$ cat src/rtl/aurora_idle_sequencer.sv
// Multi-lane Aurora TX idle / clock-compensation sequencer: per-lane /K/-/R/ selection,
// lane-aligned /A/ with a random gap, optional /CC/ scheduler under AURORA_IDLE_CC_EN.

module aurora_idle_lane (
    input  logic k_all,
    input  logic a_all,
    input  logic rnd_en,
    input  logic rnd,
    output logic k,
    output logic a,
    output logic r
);
    assign k = k_all | (rnd_en & rnd);
    assign a = a_all;
    assign r = rnd_en & ~rnd;
endmodule

module aurora_idle_sequencer #(
    parameter int          LANES        = 2,
    parameter int          A_MIN        = 16,
    parameter int          A_RANGE_LOG2 = 4,
    parameter logic [15:0] LFSR_SEED    = 16'hACE1,
    parameter int          CC_PERIOD    = 5000,
    parameter int          CC_LEN       = 6
) (
    input  logic             clk,
    input  logic             rst,
    input  logic             send_idle,
    output logic [LANES-1:0] send_k,
    output logic [LANES-1:0] send_a,
    output logic [LANES-1:0] send_r,
    output logic             send_cc,
    output logic             tx_stall
);
    localparam int AW = $clog2(A_MIN + (1 << A_RANGE_LOG2));

    if (CC_PERIOD <= CC_LEN + 1 || LFSR_SEED == 16'h0000 || LANES < 1 || LANES > 8) begin : g_param_err
        $error("aurora_idle_sequencer: illegal parameter combination");
    end

    logic [15:0]   lfsr;
    logic [AW-1:0] a_cnt;
    logic          idle_q;
    logic          a_zero;
    logic          idle_ok;
    logic          cc_active;
    logic          stall_raw;
    logic          k_all, a_all, rnd_en, cc_out;

    // x^16+x^14+x^13+x^11+1, right-shifting Fibonacci form
    always_ff @(posedge clk or posedge rst) begin
        if (rst) lfsr <= LFSR_SEED;
        else     lfsr <= {lfsr[0] ^ lfsr[2] ^ lfsr[3] ^ lfsr[5], lfsr[15:1]};
    end

    assign a_zero  = (a_cnt == '0);
    assign idle_ok = send_idle & ~cc_active;

    // Counter parks at zero outside idle so the pending /A/ leaves on the next non-first idle.
    always_ff @(posedge clk or posedge rst) begin
        if (rst) begin
            a_cnt  <= AW'(A_MIN);
            idle_q <= 1'b0;
        end else begin
            idle_q <= idle_ok;
            if (idle_ok) begin
                if (!a_zero)
                    a_cnt <= a_cnt - 1'b1;
                else if (idle_q)
                    a_cnt <= AW'(A_MIN) + AW'(lfsr[15 -: A_RANGE_LOG2]);
            end
        end
    end

`ifdef AURORA_IDLE_CC_EN
    localparam int TW = $clog2(CC_PERIOD);
    localparam int LW = (CC_LEN > 1) ? $clog2(CC_LEN) : 1;

    typedef enum logic {CC_OFF, CC_RUN} cc_state_t;

    cc_state_t       cc_state, cc_state_nxt;
    logic [TW-1:0]   cc_timer;
    logic [LW-1:0]   cc_cnt, cc_cnt_nxt;
    logic            cc_start;

    assign cc_start = (cc_timer == '0);

    // Free-running period timer; never paused, so starts stay exactly CC_PERIOD apart.
    always_ff @(posedge clk or posedge rst) begin
        if (rst)           cc_timer <= TW'(CC_PERIOD - 1);
        else if (cc_start) cc_timer <= TW'(CC_PERIOD - 1);
        else               cc_timer <= cc_timer - 1'b1;
    end

    always_ff @(posedge clk or posedge rst) begin
        if (rst) begin
            cc_state <= CC_OFF;
            cc_cnt   <= '0;
        end else begin
            cc_state <= cc_state_nxt;
            cc_cnt   <= cc_cnt_nxt;
        end
    end

    always_comb begin
        cc_state_nxt = cc_state;
        cc_cnt_nxt   = cc_cnt;
        case (cc_state)
            CC_OFF: begin
                if (cc_start) begin
                    cc_state_nxt = CC_RUN;
                    cc_cnt_nxt   = LW'(CC_LEN - 1);
                end
            end
            CC_RUN: begin
                if (cc_cnt == '0) cc_state_nxt = CC_OFF;
                else              cc_cnt_nxt   = cc_cnt - 1'b1;
            end
            default: cc_state_nxt = CC_OFF;
        endcase
    end

    assign cc_active = (cc_state == CC_RUN);
    assign stall_raw = cc_start | cc_active;
`else
    assign cc_active = 1'b0;
    assign stall_raw = 1'b0;
`endif

    // Output priority: CC, first idle /K/, /A/, per-lane random /K/-/R/.
    always_comb begin
        cc_out = 1'b0;
        k_all  = 1'b0;
        a_all  = 1'b0;
        rnd_en = 1'b0;
        if (!rst) begin
            if (cc_active)                 cc_out = 1'b1;
            else if (send_idle && !idle_q) k_all  = 1'b1;
            else if (send_idle && a_zero)  a_all  = 1'b1;
            else if (send_idle)            rnd_en = 1'b1;
        end
    end

    for (genvar i = 0; i < LANES; i++) begin : g_lane
        aurora_idle_lane u_lane (
            .k_all (k_all),
            .a_all (a_all),
            .rnd_en(rnd_en),
            .rnd   (lfsr[i]),
            .k     (send_k[i]),
            .a     (send_a[i]),
            .r     (send_r[i])
        );
    end

    assign send_cc  = cc_out;
    assign tx_stall = stall_raw & ~rst;
endmodule

$ cat config.mk
export PLATFORM = sky130hd
export DESIGN_NAME = aurora_idle_sequencer
export DESIGN_NICKNAME = d
export VERILOG_FILES = /design/src/rtl/aurora_idle_sequencer.sv
export SDC_FILE = /design/constraint.sdc
export NUM_CORES = 1
export LEC_CHECK = 0
export CAP_MARGIN = 5
export CORE_MARGIN = 2
export CORE_UTILIZATION = 35
export CTS_CLUSTER_SIZE = 16
export DETAILED_ROUTE_END_ITERATION = 16
export DONT_BUFFER_PORTS = 1
export PLACE_DENSITY = 0.55
export SETUP_SLACK_MARGIN = 0.05
export SLEW_MARGIN = 10
export SYNTH_ARGS = -nofsm -noshare
export SYNTH_HDL_FRONTEND = slang
export SYNTH_HIERARCHICAL = 1
export SYNTH_SLANG_ARGS = --single-unit
export TNS_END_PERCENT = 5
$ cat constraint.sdc
create_clock -name clk -period 2 [get_ports clk]
set_input_delay 0.4 -clock clk [delete_from_list [all_inputs] [get_ports clk]]
set_output_delay 0.4 -clock clk [all_outputs]
set_load 0.02 [all_outputs]
==> metrics.md, run 1 <==
| Metric | Value |
|---|---|
| Largest net degree at the start of global routing | `23` |
| Post-synth EDFFs | `0` |
| Worst Setup End Kind | `output port` |
| Startpoint Class | `flop` |
| Final setup viols | `2` |
| CTS buffer count | `3` |
| Commonest non-fill, non-tap cell in the layout | `dfrtp_1` |
| Skew final | `0.00715 ns` |
| Final nets | `82` |
| Sequential fraction of the synthesis area | `0.648` |
| First-pass GRT wire length | `2.33 mm` |
| Routed length per instance | `13.9 um` |
| Fmax | `487 MHz` |
| Initial DRT Pass Iterations | `3` |
| Post-DRT Antenna Nets | `0` |
| Antenna violations before repair | `0` |
| Port Buffer Count | `0` |
| Status | `finished, violations left` |
| Ys async rst share | `1.00` |
| Crit Path Class | `flop to output port` |
| Final hold viol count | `0` |
| #FFs+latches synth | `22` |
| Root buf cell | `clkbuf_4` |
| Layout area overhead | `20.3%` |
| Most frequent cells in the layout | `12 x dfrtp_1, 10 x buf_4, 9 x dfstp_2` |
| Pre-CTS setup slack | `0.178 ns` |
| Post-route insts no fill | `107` |
| Sequential Area | `563 um2` |
| Final wirelength | `1.49 mm` |
| CTS Buffer Depth | `2` |
| Ant diodes | `0` |
| Dpl cells | `97` |
| RSZ-0062 raised after global routing | `yes` |
| Remaining global-route overflow | `0` |
| Final HPWL from detailed placement | `920 um` |
| Critical Path RT | `1.60 ns` |
| Core footprint | `2410 um2` |
| H-Tree Depth | `1` |
| Initial Util | `0.360` |
| Ys Warns | `6` |
| Die footprint | `2890 um2` |
| Mapped cell area | `867 um2` |
| Hold WC Path Type | `input pin to asynchronous set/reset pin` |
| Clk slew on worst S/H paths | `0.13 ns` |
| Crit path DAT | `1.65 ns` |
| Fin crit share | `1.03` |
| Clock sinks | `22` |
| Pins over their slew limit | `0` |
| Number of remaining DRC errors | `0` |
| Syn_area_per_cell | `12.9 um2` |
| Final WS setup | `-0.0519 ns` |
| Fill cells | `213` |
| DR iter-0 viols | `1` |
| Max-cap violation count | `0` |
| TritonCTS clock tree | `built` |
| Die W | `53.8 um` |
| Top Ports | `11` |
| Pwr dens | `1220 nW/um2` |
| Crit-path max FO | `3` |
| Fin crit period | `2.05 ns` |
| Rows | `18` |
| Vias in the first global route | `518` |
| Pleak | `0.473 nW` |
| DR vias/cell | `4.69` |
| Max VDD drop | `484 uV` |
| Vias post-DR | `502` |
| GRT Overall Usage | `0.118` |
| Failing checks | `negative setup slack` |
| Placer Congestion | `0.739` |
| Total power | `1.27 mW` |
| Dominant synthesized flop cell | `dfrtp_1` |
| Area of the multi-input gates | `285 um2` |
| Layout cell share with drive strength beyond 1 | `0.455` |
| Clock latency on the worst-skew pair | `0.30 ns` |
| Die Height | `53.8 um` |
| Distinct cells, synth | `29` |
| Syn Inst Count | `67` |
## worst max-delay path, stage by stage, from the launching register on
cell and delay, ns:
dfrtp_1 0.41, inv_2 0.09, ha_4 0.14, or4b_4 0.48
nor2_4 0.10, buf_6 0.14
## synthesized netlist by cell type (all sizes together), types with 2 or more instances
cell type	instances	area (um2)
a21o	3	23.8
buf	4	30.0
clkbuf	2	7.51
dfrtp	13	325
dfstp	9	236
inv	4	15.0
mux2	2	22.5
nand2	2	7.51
nand3	2	10.0
nor2	2	7.51
nor2b	5	31.3
nor3	2	10.0
nor4b	2	23.8
o21ai	2	10.0
xnor2	2	17.5
## where the power goes
part	total, mW	internal [mW]	switching [mW]	leakage [nW]
combinational	0.358	0.210	0.147	0.181
sequential	0.574	0.502	0.0719	0.264
clock	0.337	0.202	0.135	0.0279
total	1.27	0.915	0.354	0.473
## logic make-up (layout without fill, tap and decap cells)
| logic type | after synthesis | in the layout | share of synthesized area |
|---|---|---|---|
| buf+inv | 10 | 19 | 0.0606 |
| simple gates | 18 | 18 | 0.136 |
| fa+ha+maj | 1 | 1 | 0.0144 |
| mux | 2 | 2 | 0.0260 |
| xor+xnor | 3 | 3 | 0.0303 |
| compound gates | 10 | 10 | 0.0808 |
| other cells | 1 | 2 | 0.00432 |
| flops | 22 | 22 | 0.648 |
## per-layer routing
layer / track usage / vias up / part of all wire
met5: 0 / - / 0
met4: 0.0855 / 0 / 0.010
met3: 0.0306 / 2 / 0.057
met2: 0.175 / 10 / 0.46
met1: 0.147 / 250 / 0.47
li1: - / 240 / -
## registers in the layout, indices dropped and copies added (netlist names)
| name | flops |
|---|---|
| a_cnt | 5 |
| lfsr | 16 |
| idle_q | 1 |
## timing repair
item	in CTS	in global routing
hold buffers	0	0
resized for setup	2	7
endpoints found under the hold margin	0	0
pin swaps	2	2
endpoints found under the setup margin	6	6
setup buffers	4	2
## final timing paths
check | from | endpoint | slack, ns | depth (start not counted)
max | a_cnt[1] | send_a[1] | -0.05 | 5
min | rst | lfsr[14] | 0.006 | 2
max reg2reg | a_cnt[1] | a_cnt[0] | 0.37 | 6
min reg2reg | lfsr[4] | lfsr[3] | 0.36 | 0
max in group asynchronous | rst | lfsr[10] | 1.71 | 2
min in group clk | send_idle | idle_q | 0.11 | 0
## through the flow
stage	util	setup TNS [ns]	cell area, um2	hold WS [ns]
after floorplan	-	0	875	0.266
after global placement	0.379	0	912	0.334
after detailed placement	0.379	0	912	0.336
after CTS	0.414	-0.384	997	0.00999
after global routing	0.433	-0.460	1040	0.000410
final	0.433	-0.104	1040	0.00609
## cell type report
cell class | instances | area share
clock buffer | 3 | 0.0216
clock inverter | 1 | 0.0288
inverter | 4 | 0.0180
multi-input combinational | 36 | 0.273
sequential | 22 | 0.540
tap | 30 | 0.0360
timing repair buffer | 11 | 0.0827
Power figures use the tool's default switching activity.
==> run 2: changes to the inputs <==
CORE_UTILIZATION = 59   (was 35)
PLACE_DENSITY = 0.81   (was 0.55)
SYNTH_HIERARCHICAL = unset   (was 1)
==> run 2 against run 1 <==
  * The flow still finishes with violations (negative setup slack)
  * Worst setup slack got worse by 0.12 ns
  * Sequential cell count unchanged
  * Sequential power grew 0.9%
  * Non-clock buffer count increased by 4
  * Maximum frequency is 5.3% lower
==> metrics.md, run 2 <==
| Metric | Value |
|---|---|
| Final setup viols | `4 (+2)` |
| #FFs+latches synth | `22 (unchanged)` |
| Grt met2 use | `0.334 (+0.160)` |
| Top reg by flops | `lfsr` |
| CTS buffer count | `3 (unchanged)` |
| Clock latency on the worst-skew pair | `0.30 ns (about the same)` |
| Final HPWL from detailed placement | `957 um (+4.0%)` |
| Layout cell share with drive strength beyond 1 | `0.391 (-0.0637)` |
| Mapped cell area | `908 um2 (+4.8%)` |
| Syn_area_per_cell | `11.6 um2 (-10%)` |
| Fmax | `461 MHz (-5.3%)` |
| Post-synth EDFFs | `0 (unchanged)` |
| Max-cap violation count | `0 (unchanged)` |
| Routed length per instance | `15.6 um (+13%)` |
| Dominant synthesized flop cell | `dfrtp_1` |
| Sequential fraction of the synthesis area | `0.618 (-0.0295)` |
| Commonest non-fill, non-tap cell in the layout | `buf_4` |
| Final nets | `92 (+12%)` |
| Worst Setup End Kind | `output port` |
| Initial Util | `0.617 (+0.258)` |
| Vias in the first global route | `566 (+9.3%)` |
| Met1 GRT Util | `0.242 (+0.0948)` |
| Die footprint | `1870 um2 (-35%)` |
| Final wirelength | `1.61 mm (+8.4%)` |
| Busiest grt layer | `met2` |
| Post-DRT Antenna Nets | `0 (unchanged)` |
| Crit-path max FO | `4 (+1)` |
| Ys Warns | `0 (-6)` |
| Antenna violations before repair | `0 (unchanged)` |
| Top-count cell post-synth | `dfrtp_1` |
| Layout area overhead | `15.6%` |
| Critical Path RT | `1.60 ns (about the same)` |
| Distinct cells, synth | `30 (+3.4%)` |
| Clk slew on worst S/H paths | `0.12 ns (about the same)` |
| Status | `finished, violations left` |
| Rows | `14 (-4)` |
| Max VDD drop | `693 uV (+43%)` |
| Crit-path max cell delay | `0.48 ns (about the same)` |
| Syn Inst Count | `78 (+16%)` |
| Startpoint Class | `flop` |
| Fin crit period | `2.17 ns (+0.115 ns)` |
| Die Height | `43.2 um (-20%)` |
| Synth area leader | `dfrtp_1` |
| Final WS setup | `-0.167 ns (-0.115 ns)` |
| First-pass GRT wire length | `2.61 mm (+12%)` |
| Core footprint | `1470 um2 (-39%)` |
| CP cell instances | `inv_2, ha_4, or4b_4, nand4_1, nor2_1, buf_4` |
| Port Buffer Count | `0 (unchanged)` |
| Initial DRT Pass Iterations | `6 (+3)` |
| Ant diodes | `0 (unchanged)` |
| Slowest-stage cell, CP | `or4b_4` |
| Vias post-DR | `557 (+11%)` |
| Largest net degree at the start of global routing | `20 (-13%)` |
| Number of remaining DRC errors | `0 (unchanged)` |
| Placer Congestion | `0.844 (+14%)` |
| CTS Buffer Depth | `2 (unchanged)` |
| Core Util, Final | `0.713 (+0.280)` |
| Crit Path Class | `flop to output port` |
| Final hold viol count | `0 (unchanged)` |
| Pwr dens | `1260 nW/um2 (+4.0%)` |
| Largest cells by area after synthesis | `dfrtp_1 36%, dfstp_2 26%, buf_4 6.6%` |
| Total power | `1.33 mW (+4.6%)` |
| Root buf cell | `clkbuf_4` |
| Clock sinks | `22 (unchanged)` |
| Failing checks | `negative setup slack` |
| Fin crit share | `1.08 (+0.0577)` |
| Pleak | `0.487 nW (+3.1%)` |
| DR vias/cell | `5.41 (+15%)` |
| RSZ-0062 raised after global routing | `yes` |
| Top Ports | `11 (unchanged)` |
| Die W | `43.2 um (-20%)` |
| Top-area cell type share of the netlist area | `0.358 (-0.0171)` |
| Max reg flops | `16 (unchanged)` |
| Remaining global-route overflow | `0 (unchanged)` |
| Ys async rst share | `1.00 (unchanged)` |
| Crit path DAT | `1.77 ns (+0.12 ns)` |
| Commonest cells in the synthesized netlist | `13 x dfrtp_1, 9 x dfstp_2, 8 x buf_4, 6 x nand2_1` |
| Met3 Use GR | `0.0766 (+0.0460)` |
| GRT Overall Usage | `0.204 (+0.0857)` |
| Most frequent cells in the layout | `14 x buf_4, 13 x dfrtp_1, 9 x dfstp_2` |
| Largest regs | `lfsr x16, a_cnt x5, idle_q x1` |
| DR iter-0 viols | `7 (+6)` |
| Hold WC Path Type | `input pin to asynchronous set/reset pin` |
| Skew final | `0.00263 ns (-0.00451 ns)` |
| TritonCTS clock tree | `built` |
| Pins over their slew limit | `0 (unchanged)` |
| Pre-CTS setup slack | `0.0442 ns (-0.133 ns)` |
| H-Tree Depth | `1 (unchanged)` |
| Fill cells | `103 (-52%)` |
## run 2: changes by cell type after synthesis, moves of 2 or more
cell / change
nand2_1: +4
nor2b_1: -3
buf_4: +4
nor2_1: +3
a21oi_1: +2
## run 2: report_power, final
part           switching (mW)  total, mW  internal (mW)  leakage [nW]
sequential             0.0752      0.579          0.504         0.265
clock                   0.127      0.329          0.203        0.0279
combinational           0.181      0.419          0.237         0.194
## run 2: worst max-delay path: cells and delay by family (launching register included)
kind | cells | cell delay (ns)
adders and majority gates | 1 | 0.14
buffers and inverters | 2 | 0.24
DFF | 1 | 0.41
and+or+nand+nor | 3 | 0.68
## run 2: layer usage
layer / up-vias / wire length (um)
met5: - / 0
met4: 0 / 19
met3: 2 / 79
met2: 19 / 835
met1: 266 / 673
li1: 270 / -
## run 2: path summary, 6_finish.rpt
check | from | end | slack (ns) | cells after the start
worst min-delay path | rst | a_cnt[4] | 0.07 | 1
worst max-delay path | a_cnt[1] | send_r[1] | -0.17 | 6
worst min register to register | lfsr[6] | lfsr[5] | 0.36 | 0
min in group clk | send_idle | idle_q | 0.11 | 0
worst max register to register | a_cnt[1] | a_cnt[1] | 0.14 | 7
max in group asynchronous | rst | a_cnt[3] | 1.37 | 2
## run 2: cell type report
type                       instances  area, um2  area share
timing repair buffer              15        115       0.110
inverter                           5       18.8      0.0179
clock inverter                     1       30.0      0.0286
clock buffer                       3       22.5      0.0215
sequential                        22        562       0.535
tap                               16       20.0      0.0191
multi-input combinational         41        282       0.268
## run 2: logic make-up (layout without fill, tap and decap cells)
group	Yosys count	count (layout)	synth area share
and+or+nand+nor	24	24	0.143
xor gates and xnor gates	3	3	0.0289
buffers and inverters	16	24	0.101
adders and majority gates	1	1	0.0138
DFF	22	22	0.618
other	1	2	0.00413
muxes	1	1	0.0124
AOI/OAI and AO/OA	10	10	0.0785
## run 2: stage by stage
step | TNS [ns] | cell area, um2 | hold slack [ns] | cells
after floorplan | 0 | 912 | 0.331 | 79
after global placement | 0 | 912 | 0.213 | 91
after detailed placement | 0 | 912 | 0.215 | 91
after CTS | -0.798 | 1040 | 0.0694 | 102
after global routing | -1.19 | 1050 | 0.0721 | 103
final | -0.609 | 1050 | 0.0686 | 103
## run 2: repair_timing
item	CTS	global route
hold buffers	1	0
pin swaps	2	1
hold endpoints to repair	2	0
endpoints found under the setup margin	6	6
gates resized for setup	5	1
gates cloned	0	0
setup buffers	6	1
==> run 3: changes to the inputs <==
PLACE_DENSITY = 0.74   (was 0.81)
==> run 3 against run 2 <==
  * The flow still finishes with violations (negative setup slack)
  * Clock-buffer cell count increased by 1
  * Worst setup slack improved by 0.031 ns
  * Sequential share of layout area increased by 1.0 points
  * Clock power decreased by 27%
  * Global-route usage about the same
  * Register-to-register slack improved by 0.12 ns
  * Largest cell class unchanged
  * Highest routed layer unchanged
==> metrics.md, run 3 (synthesis gave the netlist of run 2 again) <==
| Metric | Value |
|---|---|
| Status | `finished, violations left` |
| Failing checks | `negative setup slack` |
| Top Ports | `11 (unchanged)` |
| Fin crit share | `1.07 (-0.0157)` |
| Initial Util | `0.617 (unchanged)` |
| H-Tree Depth | `1 (unchanged)` |
| Cell Int Power | `0.844 mW (-11%)` |
| Post-DRT Antenna Nets | `0 (unchanged)` |
| Comb power frac | `0.334 (+0.018)` |
| Largest regs | `lfsr x16, a_cnt x5, idle_q x1` |
| Antenna violations before repair | `0 (unchanged)` |
| Crit path DAT | `1.74 ns (-0.03 ns)` |
| Vias post-DR | `566 (+1.6%)` |
| Clock sinks | `22 (unchanged)` |
| Core footprint | `1470 um2 (unchanged)` |
| DR iter-0 viols | `13 (+6)` |
| CTS buffer count | `3 (unchanged)` |
| Clock latency on the worst-skew pair | `0.31 ns (about the same)` |
| Skew final | `0.00799 ns (+0.00535 ns)` |
| Commonest non-fill, non-tap cell in the layout | `dfrtp_1` |
| CTS Buffer Depth | `2 (unchanged)` |
| Max VDD drop | `793 uV (+14%)` |
| Routed length per instance | `16.1 um (+3.1%)` |
| Vias in the first global route | `543 (-4.1%)` |
| Fill cells | `105 (+1.9%)` |
| Most frequent cells in the layout | `13 x dfrtp_1, 12 x buf_4, 9 x dfstp_2` |
| Final HPWL from detailed placement | `959 um (+0.18%)` |
| Fin crit period | `2.14 ns (-0.0314 ns)` |
| Top reg by flops | `lfsr` |
| Final setup viols | `6 (+2)` |
| Final hold viol count | `0 (unchanged)` |
| Remaining global-route overflow | `0 (unchanged)` |
| Hold WC Path Type | `input pin to asynchronous set/reset pin` |
| CP cell instances | `inv_2, ha_4, or4b_4, nand4_1, nor2_1, buf_4` |
| Switch Pwr | `0.405 mW (+5.6%)` |
| Max reg flops | `16 (unchanged)` |
| Clock power share | `0.192 (-0.056)` |
| Final nets | `90 (-2.2%)` |
| Switching Fraction | `0.324 (+0.0352)` |
| Die Height | `43.2 um (unchanged)` |
| Buf+Inv Stages, Crit Path | `2 (unchanged)` |
| Max-cap violation count | `0 (unchanged)` |
| Startpoint Class | `flop` |
| Final WS setup | `-0.136 ns (+0.0314 ns)` |
| Pwr dens | `1210 nW/um2 (-4.1%)` |
| Ant diodes | `0 (unchanged)` |
| Crit path max-delay family | `simple AND/OR/NAND/NOR gates` |
| Layout area overhead | `13.4%` |
| Root buf cell | `clkbuf_4` |
| Largest net degree at the start of global routing | `20 (unchanged)` |
| Port Buffer Count | `0 (unchanged)` |
| Pre-CTS setup slack | `0.0652 ns (+0.0209 ns)` |
| Crit-path max cell delay | `0.48 ns (about the same)` |
| Final wirelength | `1.63 mm (+1.1%)` |
| Critical Path RT | `1.60 ns (about the same)` |
| Die footprint | `1870 um2 (unchanged)` |
| RSZ-0062 raised after global routing | `yes` |
| Crit-path max FO | `4 (unchanged)` |
| Flop pwr share | `0.474 (+0.038)` |
| Die W | `43.2 um (unchanged)` |
| Crit Path Class | `flop to output port` |
| GRT Overall Usage | `0.204 (about the same)` |
| Fmax | `468 MHz (+1.5%)` |
| Core Util, Final | `0.700 (-0.0136)` |
| Pleak | `0.476 nW (-2.4%)` |
| Slowest-stage cell, CP | `or4b_4` |
| Clk slew on worst S/H paths | `0.12 ns (about the same)` |
| TritonCTS clock tree | `built` |
| First-pass GRT wire length | `2.62 mm (+0.27%)` |
| Placer Congestion | `0.783 (-7.2%)` |
| Initial DRT Pass Iterations | `4 (-2)` |
| Worst Setup End Kind | `output port` |
| Rows | `14 (unchanged)` |
| Number of remaining DRC errors | `0 (unchanged)` |
| Layout cell share with drive strength beyond 1 | `0.388 (-0.00257)` |
| DR vias/cell | `5.60 (+3.6%)` |
| Pins over their slew limit | `0 (unchanged)` |
run 3: timing repair:
action / CTS / global route
resized for setup: 6 / 2
buffers inserted: 3 / 2
hold buffers: 1 / 0
setup endpoints to repair: 6 / 6
endpoints found under the hold margin: 2 / 0
pin swaps: 2 / 2
run 3: per-stage QoR:
stage | TNS, ns | total power, mW | area (um2) | hold WS (ns) | cells
detailed placement | 0 | 0.847 | 912 | 0.209 | 91
global route | -1.12 | 1.32 | 1030 | 0.0411 | 101
floorplan | 0 | 0.790 | 912 | 0.331 | 79
CTS | -0.515 | 1.18 | 1000 | 0.0529 | 99
finish | -0.535 | 1.25 | 1030 | 0.0570 | 101
global placement | 0 | 0.832 | 912 | 0.215 | 91
run 3: worst paths after layout:
path / start / end / slack [ns] / cells past startpoint
min reg2reg: lfsr[7] / lfsr[6] / 0.35 / 0
max: a_cnt[0] / send_r[1] / -0.14 / 6
min: rst / a_cnt[4] / 0.06 / 1
min in group clk: send_idle / idle_q / 0.11 / 0
max in group asynchronous: rst / a_cnt[3] / 1.36 / 2
max reg2reg: a_cnt[0] / a_cnt[1] / 0.26 / 6
run 3: per-layer routing:
metal  up-vias  share of wire  global-route usage
met5         -              0                   0
met4         0         0.0074              0.0909
met3         2          0.056              0.0766
met2        15           0.51               0.313
met1       282           0.43               0.254
li1        267              -                   -
run 3: layout make-up:
class	instances	area, um2	share of cell area
tap	16	20.0	0.0194
inverter	5	18.8	0.0182
multi-input combinational	41	293	0.284
sequential	22	562	0.546
clock buffer	4	36.3	0.0352
timing repair buffer	13	100	0.0972
run 3: power groups by stage:
stage          Sequential [mW]  Clock (mW)  Combinational (mW)
5_1_grt                  0.602       0.268               0.453
6_report                 0.592       0.240               0.417
3_5_place_dp             0.576           0               0.271
2_1_floorplan            0.558           0               0.232
3_3_place_gp             0.573           0               0.258
4_1_cts                  0.578       0.248               0.353
